### src/rtl/serial_compare_ctrl.sv
// Bit-serial unsigned magnitude compare: one 2-bit slice shared across WIDTH/2 pairs, MSB pair first.
// Build option: define EARLY_EXIT_EN to finish as soon as the first unequal pair decides the result.
module serial_compare_ctrl #(
  parameter int WIDTH = 8
) (
  input  logic             clk,
  input  logic             rst,
  input  logic             start,
  input  logic [WIDTH-1:0] a,
  input  logic [WIDTH-1:0] b,
  output logic             busy,
  output logic             done,
  output logic             eq_out,
  output logic             lt_out,
  output logic             gt_out
);

  localparam int NP = WIDTH / 2;
  localparam int IW = (NP > 1) ? $clog2(NP) : 1;

  typedef enum logic [1:0] {
    IDLE = 2'd0,
    RUN  = 2'd1,
    DONE = 2'd2
  } stateType;

  stateType         stateReg, stateNext;
  logic [WIDTH-1:0] aReg, aNext;
  logic [WIDTH-1:0] bReg, bNext;
  logic             eqReg, eqNext;
  logic             ltReg, ltNext;
  logic [IW-1:0]    idxReg, idxNext;
  logic             eqOutReg, eqOutNext;
  logic             ltOutReg, ltOutNext;
  logic             gtOutReg, gtOutNext;

  logic [1:0] aPair [NP];
  logic [1:0] bPair [NP];
  logic [1:0] pairA, pairB;
  logic       sliceEq, sliceLt;
  logic       exitNow;

  genvar gi;
  generate
    for (gi = 0; gi < NP; gi++) begin : gPair
      assign aPair[gi] = aReg[2*gi +: 2];
      assign bPair[gi] = bReg[2*gi +: 2];
    end
  endgenerate

  // Shared compare slice: once an earlier pair differed, the decision is frozen.
  assign pairA   = aPair[idxReg];
  assign pairB   = bPair[idxReg];
  assign sliceEq = eqReg & (pairA == pairB);
  assign sliceLt = eqReg ? (pairA < pairB) : ltReg;

`ifdef EARLY_EXIT_EN
  assign exitNow = ~sliceEq;
`else
  assign exitNow = 1'b0;
`endif

  always_ff @(posedge clk) begin
    if (rst) begin
      stateReg <= IDLE;
      aReg     <= '0;
      bReg     <= '0;
      eqReg    <= 1'b0;
      ltReg    <= 1'b0;
      idxReg   <= '0;
      eqOutReg <= 1'b0;
      ltOutReg <= 1'b0;
      gtOutReg <= 1'b0;
    end else begin
      stateReg <= stateNext;
      aReg     <= aNext;
      bReg     <= bNext;
      eqReg    <= eqNext;
      ltReg    <= ltNext;
      idxReg   <= idxNext;
      eqOutReg <= eqOutNext;
      ltOutReg <= ltOutNext;
      gtOutReg <= gtOutNext;
    end
  end

  always_comb begin
    stateNext = stateReg;
    aNext     = aReg;
    bNext     = bReg;
    eqNext    = eqReg;
    ltNext    = ltReg;
    idxNext   = idxReg;
    eqOutNext = eqOutReg;
    ltOutNext = ltOutReg;
    gtOutNext = gtOutReg;
    unique case (stateReg)
      IDLE: begin
        if (start) begin
          aNext     = a;
          bNext     = b;
          eqNext    = 1'b1;
          ltNext    = 1'b0;
          idxNext   = IW'(NP - 1);
          stateNext = RUN;
        end
      end
      RUN: begin
        eqNext = sliceEq;
        ltNext = sliceLt;
        if (idxReg == '0 || exitNow) begin
          // Results are loaded with the final chain value so they are valid while done is high.
          eqOutNext = sliceEq;
          ltOutNext = sliceLt;
          gtOutNext = ~sliceEq & ~sliceLt;
          stateNext = DONE;
        end else begin
          idxNext = idxReg - IW'(1);
        end
      end
      DONE: begin
        stateNext = IDLE;
      end
      default: begin
        stateNext = IDLE;
      end
    endcase
  end

  assign busy   = (stateReg == RUN) || (stateReg == DONE);
  assign done   = (stateReg == DONE);
  assign eq_out = eqOutReg;
  assign lt_out = ltOutReg;
  assign gt_out = gtOutReg;

endmodule
### config.mk
export PLATFORM = sky130hd
export DESIGN_NAME = serial_compare_ctrl
export DESIGN_NICKNAME = d
export VERILOG_FILES = /design/src/rtl/serial_compare_ctrl.sv
export SDC_FILE = /design/constraint.sdc
export NUM_CORES = 1
export LEC_CHECK = 0
export CORE_MARGIN = 2
export CORE_UTILIZATION = 35
export CTS_CLUSTER_DIAMETER = 200
export DETAILED_ROUTE_END_ITERATION = 10
export PLACE_DENSITY = 0.64
export RECOVER_POWER = 25
export SYNTH_ARGS = -nofsm -noshare
export SYNTH_HDL_FRONTEND = slang
export SYNTH_SLANG_ARGS = --single-unit
export TNS_END_PERCENT = 100
### constraint.sdc
create_clock -name clk -period 4.4 [get_ports clk]
set_input_delay 0.44 -clock clk [delete_from_list [all_inputs] [get_ports clk]]
set_output_delay 0.44 -clock clk [all_outputs]
set_load 0.01 [all_outputs]
==> flow_summary_export.csv <==
group,metric,value,unit
timing,fin_crit,2052,ps
detailed_routing,drc_errors,0,
job,max_cap_viol_count,0,
final_layout,instances_no_fill,202,
worst_setup_path,rr_startpoint,"idxReg[0]",
worst_setup_path,cp_max_fo,4,
floorplanning,die_h,63.28,microns
synthesis,yosys.area_share.adder,0.08138,
worst_setup_path,crit_chain,"inv_1 > ha_1 > clkdlybuf4s50_1",
power_and_ir_drop,p_leak,0.5472,nW
worst_setup_path,cp.required,3960,ps
clocking,cts-buffers-inserted,3,
clocking,cts.sinks,25,
detailed_routing,route.vias.total,967,
detailed_routing,drt_pass1_iterations,4,
floorplanning,initial_utilization,0.3657,
final_layout,drive_gt1_frac,0.08333,
clocking,cts_tree,"done",
worst_hold_path,whs_path_depth,2,
place,gp_congestion,0.8158,
place,place_hpwl,1.749,mm
worst_setup_path,critPathKind,"flip-flop to output pin",
worst_setup_path,critPathTopFamily,"buffers and inverters",
floorplanning,ios,24,
power_and_ir_drop,power_density,479.0,nW/um^2
clocking,clkLatencyLatePin,310,ps
floorplanning,core_area,3363,sq um
timing,fin_worst_skew,8.075,ps
synthesis,yosys_warnings,0,
timing,slew_headroom,0.3560,
worst_setup_path,crit_arrival,1610,ps
timing,worstMarginPinSlew,962.9,ps
timing,period_share,0.4663,
final_layout,n_antenna_cell,0,
grt,antenna_found_initial,0,
timing,finalSetupViolations,0,
clocking,cts_htree_levels,1,
synthesis,synth_compound_area_frac,0.1719,
worst_setup_path,r2r_slack,2350,ps
synthesis,syn-num-nets,163,
grt,grt_pass1_wl,4.236,mm
floorplanning,row_count,21,
worst_setup_path,end_kind,"output pin",
worst_setup_path,critPathBufInv,2,
place,port-buffer-count,23,
clocking,cts_resized,0,
clocking,clockBufferDepth,2,
timing,rsz0062_at_grt,"no",
final_layout,syn_to_final_growth,20.85,%
detailed_routing,wl_per_cell,11.50,microns
worst_setup_path,worst_path_max_delay_cell,"clkdlybuf4s50_1",
power_and_ir_drop,peakVddDrop,217.2,uV
grt,overflow,0,
timing,drv_slew,0,
synthesis,synthXorXnorAreaFrac,0,
timing,hold_violations,0,
worst_hold_path,holdPathEnd,"bReg[6]",
synthesis,synth_top_family_by_area,"simple AND/OR/NAND/NOR gates",
clocking,cts_root_buffer,"clkbuf_4",
final_layout,utilization,0.4420,
grt,grt_max_degree,25,
synthesis,ys_seq_elements,25,
worst_setup_path,cp-start-kind,"flip-flop",
detailed_routing,vias_per_cell,4.787,
timing,setup_tns,0,ps
synthesis,synthesis.area,1230,sq um
worst_setup_path,r2r_cells,5,
worst_hold_path,hold_path.startpoint,"bReg[6]",
worst_hold_path,min_path_type,"flip-flop to flip-flop",
floorplanning,dieWidth,63.28,microns
final_layout,layout.nets,184,
synthesis,synth.distinct_cells,25,
worst_setup_path,reg2reg_to,"lt_out",
grt,gr-usage-all-layers,0.1327,
clocking,post-cts-setup-buffers,0,
worst_setup_path,worst-path-stages,3,
detailed_routing,routed_wl,2.322,mm
clocking,hold_buffers,0,
synthesis,avgSynthCellArea,9.044,sq um
timing,max_freq,0.4874,GHz
worst_setup_path,critPathMaxStageDelay,520,ps
synthesis,synth_cells,136,
grt,grt_pass1_vias,1029,
detailed_routing,drt_iter0_markers,24,
synthesis,yosysSeqAreaShare,0.4069,
place,dp_cells,198,
synthesis,yosys.area_share.simple,0.1831,
outcome,status,"complete, no violations",
clocking,path_clk_slew,120,ps
detailed_routing,ant_nets,0,
floorplanning,dieArea,4004,sq um
synthesis,synthMuxAreaShare,0.08545,
-- cells in the final DEF (no fill, tap or decap), types with 4 or more instances in the layout --
cell type / count
nand2_1: 36
dfxtp_1: 25
clkdlybuf4s50_1: 22
a21oi_1: 19
inv_1: 8
ha_1: 8
mux4_2: 4
nand3_1: 4
o21ai_0: 4
-- cell type report --
type | instances | area [sq um]
Fill cell | 348 | 1877
Sequential cell | 25 | 500.5
Multi-Input combinational cell | 96 | 641.9
Tap cell | 46 | 57.56
Inverter | 8 | 30.03
Timing Repair Buffer | 23 | 230.2
Clock buffer | 4 | 26.28
-- kinds of logic after synthesis --
logic type      count (synthesis)
compound gates                 32
simple gates                   51
fa+ha+maj                       8
mux                             5
flops                          25
buf+inv                        15
-- report_power, final --
group	switching, mW	internal [mW]	leakage, nW
combinational	0.152	0.149	0.327
clock	0.0647	0.0354	0.0150
sequential	0.0402	0.271	0.205
total	0.257	0.455	0.547
-- cells in the mapped netlist, drive strengths merged --
master | instances | area (sq um)
nand2 | 36 | 135.1
dfxtp | 25 | 500.5
a21oi | 22 | 121.4
ha | 8 | 100.1
inv | 8 | 30.03
buf | 5 | 50.04
mux4 | 4 | 90.09
nand3 | 4 | 20.02
o21ai | 4 | 20.02
nand2b | 3 | 18.77
nor2b | 3 | 18.77
a311oi | 2 | 23.77
clkbuf | 2 | 7.510
or2b | 2 | 15.01
a2bb2oi | 1 | 8.760
a32o | 1 | 10.01
and2 | 1 | 6.260
and3 | 1 | 6.260
mux2 | 1 | 15.01
nor3 | 1 | 5.000
o221a | 1 | 11.26
o32ai | 1 | 16.27
-- state kept, by name, indices dropped and copies added (netlist names) --
signal / flops
bReg: 8
ltReg: 1
lt_out: 1
stateReg: 2
eqReg: 1
idxReg: 2
gt_out: 1
aReg: 8
eq_out: 1
-- worst max path at each step --
stage / from / end / slack, ps
finish: stateReg[0] / busy / 2350
global route: idxReg[0] / lt_out / 2210
CTS: stateReg[0] / busy / 2330
detailed placement: rst / gt_out / 2250
global placement: rst / gt_out / 2280
floorplan: idxReg[0] / lt_out / 2650
-- metrics by stage --
stage	hold WS, ps	worst slack, ps	total power, mW	area (sq um)
after global routing	490.2	2209	0.7786	1486
after floorplan	433.1	2650	0.5552	1230
after global placement	444.1	2284	0.6126	1460
final	464.2	2348	0.7119	1486
after detailed placement	450.4	2249	0.6206	1460
after CTS	468.7	2335	0.7203	1486
-- layer usage --
| metal | vias to the layer above | global-route usage | wire length, microns |
|---|---|---|---|
| li1 | 500 | - | - |
| met1 | 449 | 0.1655 | 1118 |
| met2 | 14 | 0.2247 | 1106 |
| met3 | 4 | 0.01786 | 51 |
| met4 | 0 | 0.06522 | 46 |
| met5 | - | 0 | 0 |
-- worst reg2reg max path, delay by kind of cell, from the launching register on --
| family | cells | cell delay [ps] |
|---|---|---|
| compound gates | 2 | 430 |
| mux | 1 | 550 |
| fa+ha+maj | 1 | 300 |
| flops | 1 | 560 |
| simple gates | 1 | 60 |
(Power assumes the default switching activity.)
==> patch, RTL diff (same settings) <==
Build with the macro `EARLY_EXIT_EN` defined.
--- a/src/rtl/serial_compare_ctrl.sv
+++ b/src/rtl/serial_compare_ctrl.sv
@@ -1,5 +1,7 @@
 // Bit-serial unsigned magnitude compare: one 2-bit slice shared across WIDTH/2 pairs, MSB pair first.
 // Build option: define EARLY_EXIT_EN to finish as soon as the first unequal pair decides the result.
+`define EARLY_EXIT_EN
+
 module serial_compare_ctrl #(
   parameter int WIDTH = 8
 ) (
Function: changed (a bounded check fails within 4 cycles, from zero or initial values and one cycle with rst high).
==> patch against the unedited design <==
- clock skew shrank 0.0016 ns
- maximum frequency shrank 8.1%
- power shrank 23%
- final area shrank 1.4%
- synthesized area shrank 2.2%
- sequential cell count is the same
- combinational power shrank 45%
- cell count shrank 0.50%
- worst setup slack lost 0.18 ns
- routed wire length grew 0.17%
==> patch: results (changes against the unedited design) <==
Placed design
  – Pre-CTS setup slack: 2.176 ns (was 2.249 ns)
  – Placed Area: 1435 sq um (was 1460 sq um)
  – Gpl congestion: 0.8057 (was 0.8158)
  – Cells after DPL: 197 (was 198)

Route
  – Total number of vias: 1008 (was 967)
  – Number of vias per cell: 5.015 (was 4.787)
  – First DRT Iteration DRCs: 61 (was 24)
  – Post-Route WL: 2326 um (was 2322 um)

Setup path
  – Reg2reg end: gt_out$_SDFFE_PP0P_ (was lt_out$_SDFFE_PP0P_)
  – Critical Path AT: 2.46 ns (was 1.61 ns)
  – Crit-path max cell delay: 0.58 ns (was 0.52 ns)
  – Worst-path fanout max: 9 (was 4)
  – R2R Setup Slk: 2.17 ns (was 2.35 ns)

Logic synthesis
  – Netlist cell types: 29 (was 25)
  – Top post-synthesis cells by count: nand2_1, dfxtp_1, a21oi_1 (unchanged)
  – Register area share after synthesis: 41.62% (was 40.69%)
  – Syn nets: 161 (was 163)

STA
  – Clock skew: 0.006522 ns (was 0.008075 ns)
  – Worst-Margin Slew: 0.8746 ns (was 0.9629 ns)
  – WHS: 0.4670 ns (was 0.4642 ns)

Clocking
  – Clock transition at path regs: 0.14 ns (was 0.12 ns)

GRT
  – GR Util All Layers: 12.31% (was 13.27%)
  – First-pass GRT wire length: 3953 um (was 4236 um)
  – Vias in the first global route: 967 (was 1029)

Worst hold path
  – Hold Crit Start: aReg[0]$_SDFFE_PP0P_ (was bReg[6]$_SDFFE_PP0P_)
  – Hold Path Sink: aReg[0]$_SDFFE_PP0P_ (was bReg[6]$_SDFFE_PP0P_)

Layout
  – Layout cells sized above 1: 7.097% (was 8.333%)
  – Area of the multi-input gates: 613.1 sq um (was 641.9 sq um)

Power
  – Leak Pwr: 0.5386 nW (was 0.5472 nW)
  – VDD IR max: 0.0001908 V (was 0.0002172 V)

Outcome
  – Outcome: finished clean (unchanged)
## patch: cell types whose count changed after synthesis, moves of 3 or more
cell      before  now
a211oi_1       0    3
a21oi_1       19   22
a21oi_2        3    0
nand2_1       36   33
## patch: how the worst max path moves through the flow
| stage | depth (start not counted) | start | slack (ns) | endpoint |
|---|---|---|---|---|
| detailed placement | 5 | idxReg[0]$_SDFFE_PP0P_ | 2.18 | idxReg[0]$_SDFFE_PP0P_ |
| global route | 5 | idxReg[0]$_SDFFE_PP0P_ | 1.97 | lt_out$_SDFFE_PP0P_ |
| finish | 5 | idxReg[0]$_SDFFE_PP0P_ | 2.17 | gt_out$_SDFFE_PP0P_ |
| global placement | 5 | idxReg[0]$_SDFFE_PP0P_ | 2.23 | gt_out$_SDFFE_PP0P_ |
| CTS | 5 | idxReg[0]$_SDFFE_PP0P_ | 2.16 | idxReg[0]$_SDFFE_PP0P_ |
| floorplan | 6 | idxReg[0]$_SDFFE_PP0P_ | 2.41 | gt_out$_SDFFE_PP0P_ |
## patch: report_power, final
group | total [mW] | switching [mW] | internal, mW
Combinational | 0.166 | 0.0832 | 0.0825
Sequential | 0.274 | 0.0222 | 0.252
Clock | 0.106 | 0.0713 | 0.0348
Total | 0.546 | 0.177 | 0.369
## patch: cells by family (layout without fill, tap and decap cells)
kind of cell             count (synthesis)  in the layout  synth area share (%)
AO/OA/AOI/OAI                           36             36                 18.63
adder cells (fa/ha/maj)                  6              6                 6.243
buffers and inverters                   17             36                 7.388
flip-flops                              25             25                 41.62
multiplexers                             4              4                 7.492
AND/OR/NAND/NOR                         48             48                 18.63
## patch: layout make-up
cell class	count	share of cell area (%)
Multi-Input combinational cell	94	41.84
Tap cell	46	3.928
Clock inverter	1	0.5124
Timing Repair Buffer	23	15.71
Sequential cell	25	34.16
Clock buffer	3	1.537
Inverter	9	2.306
## patch: worst register-to-register path, stage by stage (launching register included)
cell     delay, ns
dfxtp_1       0.58
mux4_2        0.56
ha_1          0.35
and4b_4       0.24
o211a_1       0.21
a41o_1        0.20
## patch: per-layer routing
metal	up-vias	part of all wire [%]	track usage [%]
met5	-	0	0
met4	0	0.52	2.778
met3	2	6.3	4.685
met2	27	49	21.77
met1	465	44	14.01
li1	514	-	-
